### src/rtl/tile_storer_if.sv
// Port bundle between tile_storer and its neighbours: orchestrator, write-side
// address generator, dma_write and the C result buffer.
interface tile_storer_if #(
    parameter int ADDR_W   = 32,
    parameter int DATA_W   = 32,
    parameter int C_ADDR_W = 14
);
    logic                st_req;
    logic [31:0]         rows;
    logic [31:0]         cols;
    logic [ADDR_W-1:0]   base_C;
    logic [31:0]         stride_C;

    logic                ag_start;
    logic [31:0]         ag_base_addr;
    logic [31:0]         ag_bytes_total;
    logic                ag_req_valid;
    logic                ag_req_ready;
    logic [ADDR_W-1:0]   ag_req_addr;
    logic [7:0]          ag_req_len;
    logic                ag_req_last;
    logic                ag_done;

    logic                wr_start_dma;
    logic [ADDR_W-1:0]   wr_start_addr;
    logic [7:0]          wr_num_trans;
    logic [DATA_W-1:0]   wr_data;
    logic                wr_data_vld;
    logic                wr_data_rdy;
    logic                wr_done;

    logic                c_re;
    logic [C_ADDR_W-1:0] c_addr;
    logic [DATA_W-1:0]   c_rdata;
    logic                st_done;

    modport slave (
        input  st_req, rows, cols, base_C, stride_C,
        input  ag_req_valid, ag_req_addr, ag_req_len, ag_req_last, ag_done,
        input  wr_data_rdy, wr_done, c_rdata,
        output ag_start, ag_base_addr, ag_bytes_total, ag_req_ready,
        output wr_start_dma, wr_start_addr, wr_num_trans, wr_data, wr_data_vld,
        output c_re, c_addr, st_done
    );

    modport master (
        output st_req, rows, cols, base_C, stride_C,
        output ag_req_valid, ag_req_addr, ag_req_len, ag_req_last, ag_done,
        output wr_data_rdy, wr_done, c_rdata,
        input  ag_start, ag_base_addr, ag_bytes_total, ag_req_ready,
        input  wr_start_dma, wr_start_addr, wr_num_trans, wr_data, wr_data_vld,
        input  c_re, c_addr, st_done
    );
endinterface

### src/rtl/tile_storer.sv
// Drains one C tile from the result buffer to DDR row by row, one write burst
// in flight at a time, with beat data staged through a 2-entry prefetch FIFO.
module tile_storer #(
    parameter int ADDR_W   = 32,
    parameter int DATA_W   = 32,
    parameter int C_ADDR_W = 14
) (
    input  logic          clk,
    input  logic          rst,
    tile_storer_if.slave  bus
);
    typedef enum logic [2:0] {IDLE, ROW_LAUNCH, ROW_RUN, ROW_WAIT, DONE} state_t;

    state_t              state_q;
    logic [31:0]         rows_q, cols_q, strideC_q, total_q;
    logic [ADDR_W-1:0]   baseC_q;
    logic [31:0]         row_q, rdIdx_q, wordSent_q;
    logic                inflight_q, lastSeen_q, agDoneSeen_q;
    logic [8:0]          burstLeft_q, fetchLeft_q;
    logic                cRe_q, rVld_q;
    logic [C_ADDR_W-1:0] cAddr_q;
    logic [DATA_W-1:0]   fifoMem_q [2];
    logic                fifoRd_q, fifoWr_q;
    logic [1:0]          fifoCnt_q, fifoCnt_d;
    logic                agStart_q, wrStart_q, stDone_q;
    logic [31:0]         agBase_q, agBytes_q;
    logic [ADDR_W-1:0]   wrAddr_q;
    logic [7:0]          wrNum_q;

    logic                accept, pop, push, issueRd, beatVld;
    logic [2:0]          occupancy;

    // Reads already launched count against FIFO space so it can never overflow.
    always_comb begin
        accept    = (state_q == ROW_RUN) && bus.ag_req_valid && !inflight_q;
        beatVld   = (fifoCnt_q != 2'd0) && (burstLeft_q != 9'd0);
        pop       = beatVld && bus.wr_data_rdy;
        push      = rVld_q;
        occupancy = {1'b0, fifoCnt_q} + {2'b00, cRe_q} + {2'b00, rVld_q};
        issueRd   = (state_q == ROW_RUN) && (fetchLeft_q != 9'd0) &&
                    (occupancy < 3'd2) && (rdIdx_q < total_q);
        fifoCnt_d = fifoCnt_q;
        if (push && !pop) begin
            fifoCnt_d = fifoCnt_q + 2'd1;
        end else if (pop && !push) begin
            fifoCnt_d = fifoCnt_q - 2'd1;
        end
    end

    assign bus.ag_start       = agStart_q;
    assign bus.ag_base_addr   = agBase_q;
    assign bus.ag_bytes_total = agBytes_q;
    assign bus.ag_req_ready   = accept;
    assign bus.wr_start_dma   = wrStart_q;
    assign bus.wr_start_addr  = wrAddr_q;
    assign bus.wr_num_trans   = wrNum_q;
    assign bus.wr_data        = fifoMem_q[fifoRd_q];
    assign bus.wr_data_vld    = beatVld;
    assign bus.c_re           = cRe_q;
    assign bus.c_addr         = cAddr_q;
    assign bus.st_done        = stDone_q;

    always_ff @(posedge clk) begin
        if (rst) begin
            state_q      <= IDLE;
            rows_q       <= '0;
            cols_q       <= '0;
            strideC_q    <= '0;
            total_q      <= '0;
            baseC_q      <= '0;
            row_q        <= '0;
            rdIdx_q      <= '0;
            wordSent_q   <= '0;
            inflight_q   <= 1'b0;
            lastSeen_q   <= 1'b0;
            agDoneSeen_q <= 1'b0;
            burstLeft_q  <= '0;
            fetchLeft_q  <= '0;
            cRe_q        <= 1'b0;
            rVld_q       <= 1'b0;
            cAddr_q      <= '0;
            fifoMem_q[0] <= '0;
            fifoMem_q[1] <= '0;
            fifoRd_q     <= 1'b0;
            fifoWr_q     <= 1'b0;
            fifoCnt_q    <= '0;
            agStart_q    <= 1'b0;
            agBase_q     <= '0;
            agBytes_q    <= '0;
            wrStart_q    <= 1'b0;
            wrAddr_q     <= '0;
            wrNum_q      <= '0;
            stDone_q     <= 1'b0;
        end else begin
            agStart_q <= 1'b0;
            wrStart_q <= 1'b0;
            stDone_q  <= 1'b0;
            cRe_q     <= issueRd;
            rVld_q    <= cRe_q;
            fifoCnt_q <= fifoCnt_d;

            if (issueRd) begin
                cAddr_q     <= rdIdx_q[C_ADDR_W-1:0];
                rdIdx_q     <= rdIdx_q + 32'd1;
                fetchLeft_q <= fetchLeft_q - 9'd1;
            end
            if (push) begin
                fifoMem_q[fifoWr_q] <= bus.c_rdata;
                fifoWr_q            <= ~fifoWr_q;
            end
            if (pop) begin
                fifoRd_q    <= ~fifoRd_q;
                burstLeft_q <= burstLeft_q - 9'd1;
                wordSent_q  <= wordSent_q + 32'd1;
            end

            // A new burst is only accepted once the previous one has been acknowledged.
            if (accept) begin
                inflight_q  <= 1'b1;
                wrStart_q   <= 1'b1;
                wrAddr_q    <= bus.ag_req_addr;
                wrNum_q     <= bus.ag_req_len + 8'd1;
                burstLeft_q <= {1'b0, bus.ag_req_len} + 9'd1;
                fetchLeft_q <= {1'b0, bus.ag_req_len} + 9'd1;
                lastSeen_q  <= bus.ag_req_last;
            end else if (bus.wr_done) begin
                inflight_q <= 1'b0;
            end

            case (state_q)
                IDLE: begin
                    if (bus.st_req) begin
                        rows_q    <= bus.rows;
                        cols_q    <= bus.cols;
                        baseC_q   <= bus.base_C;
                        strideC_q <= bus.stride_C;
                        total_q   <= bus.rows * bus.cols;
                        row_q     <= '0;
                        rdIdx_q   <= '0;
                        state_q   <= (bus.rows == 32'd0 || bus.cols == 32'd0) ? DONE : ROW_LAUNCH;
                    end
                end
                ROW_LAUNCH: begin
                    agStart_q    <= 1'b1;
                    agBase_q     <= 32'(baseC_q) + row_q * strideC_q;
                    agBytes_q    <= cols_q << 2;
                    wordSent_q   <= '0;
                    lastSeen_q   <= 1'b0;
                    agDoneSeen_q <= 1'b0;
                    state_q      <= ROW_RUN;
                end
                ROW_RUN: begin
                    if (bus.ag_done) agDoneSeen_q <= 1'b1;
                    if (wordSent_q == cols_q) state_q <= ROW_WAIT;
                end
                ROW_WAIT: begin
                    if (bus.ag_done) agDoneSeen_q <= 1'b1;
                    // Either completion may have been seen earlier; both must be in before moving on.
                    if (lastSeen_q && (!inflight_q || bus.wr_done) &&
                        (agDoneSeen_q || bus.ag_done)) begin
                        row_q   <= row_q + 32'd1;
                        state_q <= (row_q + 32'd1 == rows_q) ? DONE : ROW_LAUNCH;
                    end
                end
                DONE: begin
                    stDone_q <= 1'b1;
                    state_q  <= IDLE;
                end
                default: state_q <= IDLE;
            endcase
        end
    end
endmodule

### src/flat_wrapper.sv
// flat-port wrapper written by rule: the top's interface ports become plain ports
module tile_storer_flat 
#(
    parameter int ADDR_W   = 32,
    parameter int DATA_W   = 32,
    parameter int C_ADDR_W = 14
)
  (clk, rst, bus_st_req, bus_rows, bus_cols, bus_base_C, bus_stride_C, bus_ag_req_valid, bus_ag_req_addr, bus_ag_req_len, bus_ag_req_last, bus_ag_done, bus_wr_data_rdy, bus_wr_done, bus_c_rdata, bus_ag_start, bus_ag_base_addr, bus_ag_bytes_total, bus_ag_req_ready, bus_wr_start_dma, bus_wr_start_addr, bus_wr_num_trans, bus_wr_data, bus_wr_data_vld, bus_c_re, bus_c_addr, bus_st_done);
  tile_storer_if #(.ADDR_W(ADDR_W), .DATA_W(DATA_W), .C_ADDR_W(C_ADDR_W)) bus_i ();
  input  logic clk;
  input  logic rst;
  input wire logic [$bits(bus_i.st_req)-1:0] bus_st_req;
  input wire logic [$bits(bus_i.rows)-1:0] bus_rows;
  input wire logic [$bits(bus_i.cols)-1:0] bus_cols;
  input wire logic [$bits(bus_i.base_C)-1:0] bus_base_C;
  input wire logic [$bits(bus_i.stride_C)-1:0] bus_stride_C;
  input wire logic [$bits(bus_i.ag_req_valid)-1:0] bus_ag_req_valid;
  input wire logic [$bits(bus_i.ag_req_addr)-1:0] bus_ag_req_addr;
  input wire logic [$bits(bus_i.ag_req_len)-1:0] bus_ag_req_len;
  input wire logic [$bits(bus_i.ag_req_last)-1:0] bus_ag_req_last;
  input wire logic [$bits(bus_i.ag_done)-1:0] bus_ag_done;
  input wire logic [$bits(bus_i.wr_data_rdy)-1:0] bus_wr_data_rdy;
  input wire logic [$bits(bus_i.wr_done)-1:0] bus_wr_done;
  input wire logic [$bits(bus_i.c_rdata)-1:0] bus_c_rdata;
  output wire logic [$bits(bus_i.ag_start)-1:0] bus_ag_start;
  output wire logic [$bits(bus_i.ag_base_addr)-1:0] bus_ag_base_addr;
  output wire logic [$bits(bus_i.ag_bytes_total)-1:0] bus_ag_bytes_total;
  output wire logic [$bits(bus_i.ag_req_ready)-1:0] bus_ag_req_ready;
  output wire logic [$bits(bus_i.wr_start_dma)-1:0] bus_wr_start_dma;
  output wire logic [$bits(bus_i.wr_start_addr)-1:0] bus_wr_start_addr;
  output wire logic [$bits(bus_i.wr_num_trans)-1:0] bus_wr_num_trans;
  output wire logic [$bits(bus_i.wr_data)-1:0] bus_wr_data;
  output wire logic [$bits(bus_i.wr_data_vld)-1:0] bus_wr_data_vld;
  output wire logic [$bits(bus_i.c_re)-1:0] bus_c_re;
  output wire logic [$bits(bus_i.c_addr)-1:0] bus_c_addr;
  output wire logic [$bits(bus_i.st_done)-1:0] bus_st_done;
  assign bus_i.st_req = bus_st_req;
  assign bus_i.rows = bus_rows;
  assign bus_i.cols = bus_cols;
  assign bus_i.base_C = bus_base_C;
  assign bus_i.stride_C = bus_stride_C;
  assign bus_i.ag_req_valid = bus_ag_req_valid;
  assign bus_i.ag_req_addr = bus_ag_req_addr;
  assign bus_i.ag_req_len = bus_ag_req_len;
  assign bus_i.ag_req_last = bus_ag_req_last;
  assign bus_i.ag_done = bus_ag_done;
  assign bus_i.wr_data_rdy = bus_wr_data_rdy;
  assign bus_i.wr_done = bus_wr_done;
  assign bus_i.c_rdata = bus_c_rdata;
  assign bus_ag_start = bus_i.ag_start;
  assign bus_ag_base_addr = bus_i.ag_base_addr;
  assign bus_ag_bytes_total = bus_i.ag_bytes_total;
  assign bus_ag_req_ready = bus_i.ag_req_ready;
  assign bus_wr_start_dma = bus_i.wr_start_dma;
  assign bus_wr_start_addr = bus_i.wr_start_addr;
  assign bus_wr_num_trans = bus_i.wr_num_trans;
  assign bus_wr_data = bus_i.wr_data;
  assign bus_wr_data_vld = bus_i.wr_data_vld;
  assign bus_c_re = bus_i.c_re;
  assign bus_c_addr = bus_i.c_addr;
  assign bus_st_done = bus_i.st_done;
  tile_storer #(.ADDR_W(ADDR_W), .DATA_W(DATA_W), .C_ADDR_W(C_ADDR_W)) u_core (.clk(clk), .rst(rst), .bus(bus_i));
endmodule
### config.mk
export PLATFORM = sky130hd
export DESIGN_NAME = tile_storer_flat
export DESIGN_NICKNAME = d
export VERILOG_FILES = /design/src/rtl/tile_storer_if.sv /design/src/rtl/tile_storer.sv /design/src/flat_wrapper.sv
export SDC_FILE = /design/constraint.sdc
export NUM_CORES = 2
export LEC_CHECK = 0
export BUFFER_PORTS_ARGS = -buffer_cell sky130_fd_sc_hd__buf_2
export CAP_MARGIN = 20
export CORE_MARGIN = 2
export CORE_UTILIZATION = 55
export CTS_BUF_LIST = sky130_fd_sc_hd__clkbuf_4 sky130_fd_sc_hd__clkbuf_8
export DETAILED_ROUTE_END_ITERATION = 7
export PLACE_DENSITY = 0.83
export SLEW_MARGIN = 20
export SYNTH_ARGS = -nofsm -noshare
export SYNTH_HDL_FRONTEND = slang
export SYNTH_SLANG_ARGS = --single-unit
export TNS_END_PERCENT = 5
### constraint.sdc
create_clock -name clk -period 8.95 [get_ports clk]
set_input_delay 1.3425 -clock clk [delete_from_list [all_inputs] [get_ports clk]]
set_output_delay 1.3425 -clock clk [all_outputs]
set_load 0.005 [all_outputs]
==> flow_metrics.env <==
export IMPL_outcome="complete, no violations"
export IMPL_syn2layout_area_growth_pct=7.93
export IMPL_num_nets_final=7501
export IMPL_timing_hold_ws_ns=0.449
export IMPL_fin_ws_ns=0.772
export IMPL_rows=114
export IMPL_synth_top_area_share_pct=31.8
export IMPL_cts_tree="done"
export IMPL_cts_root_buf="clkbuf_8"
export IMPL_io_pins=364
export IMPL_place_detailed_hpwl_um=114000
export IMPL_first_pass_iters=8
export IMPL_layout_common_cells="983 x nand2_1, 931 x inv_1, 846 x fa_1"
export IMPL_clock_fmax_mhz=122
export IMPL_startpoint="u_core.strideC_q[2]"
export IMPL_yosysWarningCount=0
export IMPL_clk_latency_ns=0.75
export IMPL_postCtsResizedCells=0
export IMPL_tns_ns=0
export IMPL_die_h_um=315
export IMPL_io_buffer_count=361
export IMPL_vias_per_cell=5.68
export IMPL_cp_arrival_ns=8.83
export IMPL_clockBufferDepth=3
export IMPL_antenna_left=0
export IMPL_p_leak_uw=0.0270
export IMPL_fillers=8121
export IMPL_grt_first_pass_wirelength_um=239000
export IMPL_ys_ff_latch=470
export IMPL_synth_cell_types=84
export IMPL_cp_start_kind="register"
export IMPL_synthArstFlopShare_pct=0
export IMPL_ys_seq_area_share_pct=18.9
export IMPL_final_util_pct=59.7
export IMPL_clock_skew_ns=0.0611
export IMPL_totalWireLength_um=151000
export IMPL_final_hold_viol_count=0
export IMPL_seqPwrFrac_pct=12.6
export IMPL_grt_overflow_total=0
export IMPL_vias=42600
export IMPL_grt_usage_pct=30.8
export IMPL_crit_path_end_kind="register"
export IMPL_core_mm2=0.0963
export IMPL_period_share_pct=91.4
export IMPL_p_int_uw=10100
export IMPL_cts_buffers=83
export IMPL_finalSetupViolCount=0
export IMPL_post_route_cells_drive_above_1_share_pct=10.3
export IMPL_path_clk_slew_ns=0.07
export IMPL_required_ns=9.60
export IMPL_rsz0062_at_grt="false"
export IMPL_regArea_mm2=0.0101
export IMPL_die_area_mm2=0.0993
export IMPL_hold_start="u_core.bus.ag_base_addr[21]"
export IMPL_gp_congestion=0.974
export IMPL_drt_iter0_drc=3717
export IMPL_die_w_um=315
export IMPL_p_clk_share_pct=10.8
export IMPL_grt_max_degree=188
export IMPL_fin_area_mm2=0.0574
export IMPL_r2r_start="u_core.strideC_q[2]"
export IMPL_postPlaceCellArea_mm2=0.0557
export IMPL_final_common_cell="nand2_1"
export IMPL_hold_buffers=0
export IMPL_cts_sinks=470
export IMPL_max_slew_margin_pct=24.1
export IMPL_p_sw_share_pct=49.4
export IMPL_grt_pass1_vias=44100
export IMPL_drc=0
export IMPL_syn_avg_cell_area_um2=8.83
export IMPL_synth_area_leaders="fa_1 32%, dfxtp_1 15%, and2_1 7.3%"
export IMPL_cts_setup_buffers=0
export IMPL_path_max_fanout=24
export IMPL_synth_ff_type="dfxtp_1"
export IMPL_power_density_mw_per_mm2=348
export IMPL_htree_levels=3
export IMPL_drt_wirelength_per_cell_um=20.2
export IMPL_antenna_found_initial=8
export IMPL_pre_cts_ws_ns=0.543
export IMPL_max_slew_worst_pin_slew_ns=1.14
export IMPL_synthCells=6028
export IMPL_min_period_ns=8.18
export IMPL_switchingPower_uw=9880
export IMPL_maxCapViolCount=0
export IMPL_combPwrFrac_pct=76.6
export IMPL_peakVddDrop_mv=0.786
export IMPL_multi_input_area_mm2=0.0382
export IMPL_initial_core_util_pct=55.3
export IMPL_synth_edff_count=64
export IMPL_drv_slew=0
export IMPL_netlist_area_mm2=0.0532
export IMPL_crit_type="reg2reg"
export IMPL_yosysTopAreaCell="fa_1"
export IMPL_hold_class="reg2reg"
-- worst max-delay path: stages, from the launching register on --
cell and delay [ns]:
dfxtp_1 1.04, nand2_1 0.19, fa_1 0.53, fa_1 0.50, inv_1 0.05, fa_1 0.47, inv_1 0.06, fa_1 0.54
inv_1 0.06, fa_1 0.48, fa_1 0.54, inv_1 0.05, fa_1 0.40, fa_1 0.51, inv_1 0.04, ha_1 0.41
and3_1 0.25, a221o_1 0.26, o2111ai_1 0.15, and2_1 0.19, o31a_1 0.12, a311oi_1 0.46, nor3_1 0.15, or3_1 0.37
a32o_1 0.26
-- cells by family (layout without fill, tap and decap cells) --
kind of cell    after synthesis  after routing  share of synthesized area (%)
simple gates               2116           2116                           19.5
buf+inv                    1311           1498                           9.38
fa+ha+maj                  1132           1132                           38.5
compound gates              666            666                           7.98
flops                       470            470                           18.9
xor+xnor                    267            267                           4.39
mux                          65             65                           1.30
other cells                   1              8                        0.00705
-- synthesized netlist by cell type (54+ instances only) --
cell,count
a21oi_1,294
and2_1,622
clkbuf_1,330
dfxtp_1,406
edfxtp_1,64
fa_1,846
ha_1,286
inv_1,933
nand2_1,984
nand3_1,56
nand4_1,54
nor2_1,173
o21ai_0,90
xnor2_1,152
xor2_1,115
-- sequential cells by signal, summed over array words and instances, names as in the netlist, 9 cells and up, named ones only --
name and cells:
u_core.bus.ag_base_addr 32, u_core.strideC_q 32, u_core.cols_q 32, u_core.baseC_q 32
u_core.fifoMem_q 64, u_core.bus.wr_start_addr 32, u_core.total_q 32, u_core.rdIdx_q 32
u_core.bus.ag_bytes_total 30, u_core.burstLeft_q 9, u_core.rows_q 32, u_core.row_q 32
u_core.fetchLeft_q 9, u_core.wordSent_q 32, u_core.bus.c_addr 14
-- per-stage QoR --
step,cells,total power [uW]
finish,7498,20000
global route,7496,21700
CTS,7492,19900
detailed placement,7352,17700
global placement,7352,17200
floorplan,6029,13700
-- final timing paths --
path                                      end  slack, ns  depth (start not counted)
setup / recovery  u_core.bus.ag_base_addr[30]       0.77                         24
hold reg to reg   u_core.bus.ag_base_addr[21]       0.45                          2
setup reg to reg  u_core.bus.ag_base_addr[30]       0.77                         24
hold / removal    u_core.bus.ag_base_addr[21]       0.45                          2
-- routing by layer --
layer	wire, um	vias to the layer above	GRT usage (%)
met2	70800	2004	50.7
li1	-	19000	-
met3	14800	444	7.15
met5	33	-	0
met1	58400	21100	38.7
met4	7200	6	13.3
-- area by class of cell --
cell class / instances / area share, %
timing repair buffer: 424 / 4.01
multi-input combinational: 4248 / 66.5
clock buffer: 121 / 2.63
clock inverter: 19 / 0.431
sequential: 470 / 17.5
antenna: 6 / 0.0261
tap: 1276 / 2.78
inverter: 934 / 6.10
-- power groups by stage --
stage	clock network, uW	logic (uW)	registers [uW]
final	2160	15300	2520
after global routing	2290	16900	2540
after CTS	2210	15200	2510
after detailed placement	0	15100	2560
after global placement	0	14600	2550
after floorplan	0	11200	2470
(Power assumes the default switching activity.)
